<file path="src/rtl/serial_word_assembler_if.sv">
// Bus between a framed serial source and the word assembler.
// The master drives the serial line and strobe; the slave returns the assembled word and status.
interface serial_word_assembler_if #(
  parameter int unsigned N = 8
);

  logic         sin;
  logic         sin_valid;
  logic [N-1:0] word;
  logic         load;
  logic         parity_err;
  logic         frame_err;
  logic         busy;

  modport master (
    output sin,
    output sin_valid,
    input  word,
    input  load,
    input  parity_err,
    input  frame_err,
    input  busy
  );

  modport slave (
    input  sin,
    input  sin_valid,
    output word,
    output load,
    output parity_err,
    output frame_err,
    output busy
  );

endinterface

</file>
<file path="src/rtl/serial_word_assembler.sv">
// Assembles start/data/parity/stop serial frames into N-bit words with a one-cycle load pulse.
// Parity and framing problems are reported; errored-parity data is still delivered.
module serial_word_assembler #(
  parameter int unsigned N         = 8,
  parameter bit          PARITY_EN = 1'b1
) (
  input  logic                      clk,
  input  logic                      reset,
  serial_word_assembler_if.slave    bus
);

  localparam int unsigned CW = $clog2(N + 1);

  if (N < 2) begin : g_bad_n
    $error("serial_word_assembler: N must be at least 2");
  end

  typedef enum logic [1:0] {
    IDLE   = 2'd0,
    DATA   = 2'd1,
    PARITY = 2'd2,
    STOP   = 2'd3
  } state_t;

  state_t        state;
  logic [CW-1:0] cnt;
  logic [N-1:0]  shreg;
  logic          perr;
  logic [N-1:0]  word_q;
  logic          load_q;
  logic          perr_q;
  logic          ferr_q;

  // Frame sequencer; every move is qualified by sin_valid, pulses self-clear each cycle.
  always_ff @(posedge clk) begin
    if (reset) begin
      state  <= IDLE;
      cnt    <= '0;
      shreg  <= '0;
      perr   <= 1'b0;
      word_q <= '0;
      load_q <= 1'b0;
      perr_q <= 1'b0;
      ferr_q <= 1'b0;
    end else begin
      load_q <= 1'b0;
      ferr_q <= 1'b0;
      if (bus.sin_valid) begin
        case (state)
          IDLE: begin
            if (!bus.sin) begin
              state <= DATA;
              cnt   <= '0;
            end
          end
          DATA: begin
            for (int unsigned i = 0; i < N; i++) begin
              if (cnt == CW'(i)) shreg[i] <= bus.sin;
            end
            cnt <= cnt + CW'(1);
            if (cnt == CW'(N - 1)) state <= PARITY_EN ? PARITY : STOP;
          end
          PARITY: begin
            // Even parity: a set flag means the total count of ones was odd.
            perr  <= (^shreg) ^ bus.sin;
            state <= STOP;
          end
          STOP: begin
            if (bus.sin) begin
              word_q <= shreg;
              load_q <= 1'b1;
              perr_q <= PARITY_EN ? perr : 1'b0;
            end else begin
              ferr_q <= 1'b1;
            end
            state <= IDLE;
          end
          default: state <= IDLE;
        endcase
      end
    end
  end

  assign bus.word       = word_q;
  assign bus.load       = load_q;
  assign bus.parity_err = perr_q;
  assign bus.frame_err  = ferr_q;
  assign bus.busy       = (state != IDLE);

endmodule

</file>
<file path="src/flat_wrapper.sv">
// flat-port wrapper written by rule: the top's interface ports become plain ports
module serial_word_assembler_flat 
#(
  parameter int unsigned N         = 8,
  parameter bit          PARITY_EN = 1'b1
)
  (clk, reset, bus_sin, bus_sin_valid, bus_word, bus_load, bus_parity_err, bus_frame_err, bus_busy);
  serial_word_assembler_if #(.N(N)) bus_i ();
  input  logic clk;
  input  logic reset;
  input wire logic [$bits(bus_i.sin)-1:0] bus_sin;
  input wire logic [$bits(bus_i.sin_valid)-1:0] bus_sin_valid;
  output wire logic [$bits(bus_i.word)-1:0] bus_word;
  output wire logic [$bits(bus_i.load)-1:0] bus_load;
  output wire logic [$bits(bus_i.parity_err)-1:0] bus_parity_err;
  output wire logic [$bits(bus_i.frame_err)-1:0] bus_frame_err;
  output wire logic [$bits(bus_i.busy)-1:0] bus_busy;
  assign bus_i.sin = bus_sin;
  assign bus_i.sin_valid = bus_sin_valid;
  assign bus_word = bus_i.word;
  assign bus_load = bus_i.load;
  assign bus_parity_err = bus_i.parity_err;
  assign bus_frame_err = bus_i.frame_err;
  assign bus_busy = bus_i.busy;
  serial_word_assembler #(.N(N), .PARITY_EN(PARITY_EN)) u_core (.clk(clk), .reset(reset), .bus(bus_i));
endmodule
</file>
<file path="config.mk">
export PLATFORM = sky130hd
export DESIGN_NAME = serial_word_assembler_flat
export DESIGN_NICKNAME = d
export VERILOG_FILES = /design/src/rtl/serial_word_assembler_if.sv /design/src/rtl/serial_word_assembler.sv /design/src/flat_wrapper.sv
export SDC_FILE = /design/constraint.sdc
export NUM_CORES = 1
export LEC_CHECK = 0
export ABC_AREA = 1
export CORE_MARGIN = 2
export CORE_UTILIZATION = 40
export CTS_CLUSTER_DIAMETER = 200
export DETAILED_ROUTE_END_ITERATION = 6
export GPL_TIMING_DRIVEN = 0
export SETUP_SLACK_MARGIN = 0.4
export SLEW_MARGIN = 20
export SYNTH_ARGS = -nofsm -noshare
export SYNTH_HDL_FRONTEND = slang
export SYNTH_SLANG_ARGS = --single-unit
</file>
<file path="constraint.sdc">
create_clock -name clk -period 1.9 [get_ports clk]
set_input_delay 0.475 -clock clk [delete_from_list [all_inputs] [get_ports clk]]
set_output_delay 0.475 -clock clk [all_outputs]
set_load 0.03 [all_outputs]
</file>
==> results.toml <==
[outcome]
status = "finished, final reports clean"

[routing]
vias = 1248
met3_length_um = 133
antenna_left = 0
drt-initial-drc-count = 42
routed_wl_um = 2940
wire_per_inst_um = 11.6
first_pass_iters = 4
wl_met2_um = 1480
met1_length_um = 1300
drcViolationCount = 0
via_per_inst = 4.93
highest_layer = "met4"

[power_and_ir_drop]
comb_power_share_pct = 18.4
p_per_area_mw_per_mm2 = 698
pwr-share-clk_pct = 32.2
p_switching_uw = 298
leakage_nw = 0.724
ir_drop_mv = 0.509
pwr-share-seq_pct = 49.5
swShare_pct = 25.7
p_int_uw = 862
power_mw = 1.16

[sta]
hold_viol = 0
whs_ps = 449
relSlewSlack_pct = 67.4
fmax_mhz = 653
setup_viol = 0
maxSlewViolCount = 0
finalClockSkew_ps = 3.22
period_share_pct = 80.6
fin_crit_ps = 1530
rsz0062_at_grt = "true"
worst_slack_ps = 368
finalSetupTns_ps = 0
tightestPinTransition_ps = 489

[synth]
yosys_register_bits = 26
synth_ff_type = "dfxtp_1"
synthArstFlopShare_pct = 0
syn_area_mm2 = 0.00136
synth_edf_count = 0
yosysSeqAreaShare_pct = 38.3
ys_types = 25
yosysWarnings = 0
syn_inst = 183
synth_fp_nets = 196
syn_area_per_cell_um2 = 7.43

[final_layout]
final_area_mm2 = 0.00166
final_common_cell = "inv_1"
diodes = 0
layout.cells.non_filler = 253
area_growth_pct = 22.5
fillers = 357
layout_common_cells = "32 x inv_1, 27 x nand2_1, 22 x dfxtp_1"
layout.nets = 221
seqCellArea_um2 = 526
drive_above_1_share_pct = 21.3
utilization_pct = 50.3
multi_input_area_um2 = 712

[clock_tree]
cts.clk_slew.worst_paths_ps = 140
cts_buffer_depth = 2
clock-root-buffer = "clkbuf_4"
cts_tree = "built"
htreeDepth = 1
clock_latency_ps = 320
cts.sinks = 26
numCtsBuffers = 3

[die]
start_util_pct = 41.0
row_count = 21
core_mm2 = 0.00331
die_area_mm2 = 0.00388
die_h_um = 62.3
io_pins = 16
die_w_um = 62.3

[worst_setup_path]
timing.rr.start = "u_core.state[0]"
r2r_slack_ps = 460
crit_path_end_kind = "primary output"
r2r-end = "u_core.cnt[3]"
required_ps = 1420
cp_max_fo = 2
crit_type = "flop to primary output"
arrival_ps = 1060
startpoint = "u_core.state[0]"
startpoint_type = "flop"
r2r_cells = 7
cp-endpoint = "bus_busy"

[global_routing]
grt_usage_pct = 15.7
grt_max_degree = 16
overflow = 0
antenna_found_initial = 0
grt_pass1_vias = 1148
grt_pass1_wl_um = 5000

[placed_design]
io_buffers = 15
dpl_cell_area_mm2 = 0.00157
finalWeightedCongestion = 0.869
dpl.cell_count = 244
dpl.hpwl_um = 2130
dp_slack_ps = -40.1

[job]
maxCapViolCount = 0

[min_path]
hp-class = "flop to flop"
## final cells by class
class	count	share of cell area, %
tap	46	3.46
buffer	5	1.58
sequential	26	31.6
clock buffer	3	1.35
timing repair buffer	20	8.95
clock inverter	1	1.80
inverter	36	8.50
multi-input combinational	116	42.8
## kinds of logic after synthesis
group | Yosys count | synth area share, %
simple gates | 65 | 22.5
xor+xnor | 4 | 2.58
flops | 26 | 38.3
fa+ha+maj | 9 | 8.29
compound gates | 38 | 16.5
buf+inv | 41 | 11.9
## registers in the layout (all words and copies together) (netlist names)
signal,count
u_core.bus.load,1
u_core.state,2
u_core.perr,1
u_core.cnt,4
u_core.bus.frame_err,1
u_core.shreg,8
u_core.bus.parity_err,1
u_core.bus.word,8
## cells in the mapped netlist, types with 2 or more instances
master	count	area [µm²]
a21oi_1	13	65.1
a31oi_1	8	50.1
clkbuf_1	2	7.51
dfxtp_1	26	521
ha_1	9	113
inv_1	35	131
nand2_1	27	101
nand3_1	7	35.0
nor2_1	8	30.0
nor3_1	12	60.1
nor4_1	8	50.1
o21ai_0	12	60.1
o21ai_2	2	17.5
xnor2_1	3	26.3
## power by group through the flow
stage          Combinational, mW  Sequential (mW)  Clock [mW]
6_report                   0.213            0.574       0.374
3_5_place_dp               0.167            0.583           0
5_1_grt                    0.234            0.576       0.420
4_1_cts                    0.204            0.574       0.392
3_3_place_gp               0.161            0.582           0
2_1_floorplan              0.111            0.587           0
## layer usage
metal | GRT usage, % | vias up
met5 | 0 | -
li1 | - | 647
met3 | 3.44 | 4
met4 | 4.17 | 0
met1 | 18.1 | 565
met2 | 29.1 | 32
## worst min path at each step
| stage | depth (start not counted) | endpoint | slack (ps) | from |
|---|---|---|---|---|
| floorplan | 2 | u_core.cnt[1] | 490 | u_core.cnt[1] |
| global placement | 2 | u_core.bus.word[6] | 430 | u_core.bus.word[6] |
| detailed placement | 2 | u_core.bus.word[6] | 430 | u_core.bus.word[6] |
| CTS | 2 | u_core.bus.word[6] | 450 | u_core.bus.word[6] |
| global route | 2 | u_core.bus.word[7] | 470 | u_core.bus.word[7] |
| finish | 2 | u_core.bus.word[6] | 450 | u_core.bus.word[6] |
## critical path, stage by stage, from the launching register on
cell and delay, ps:
dfxtp_2 380, inv_4 40, ha_4 150, inv_2 50
buf_6 120
## timing repair
item | in CTS | in global routing
pin swaps | 1 | 0
resized for setup | 49 | 28
hold buffers | 0 | 0
setup endpoints to repair | 14 | 32
buffers inserted | 5 | 0
No activity file was read; power rests on OpenSTA's default activity.
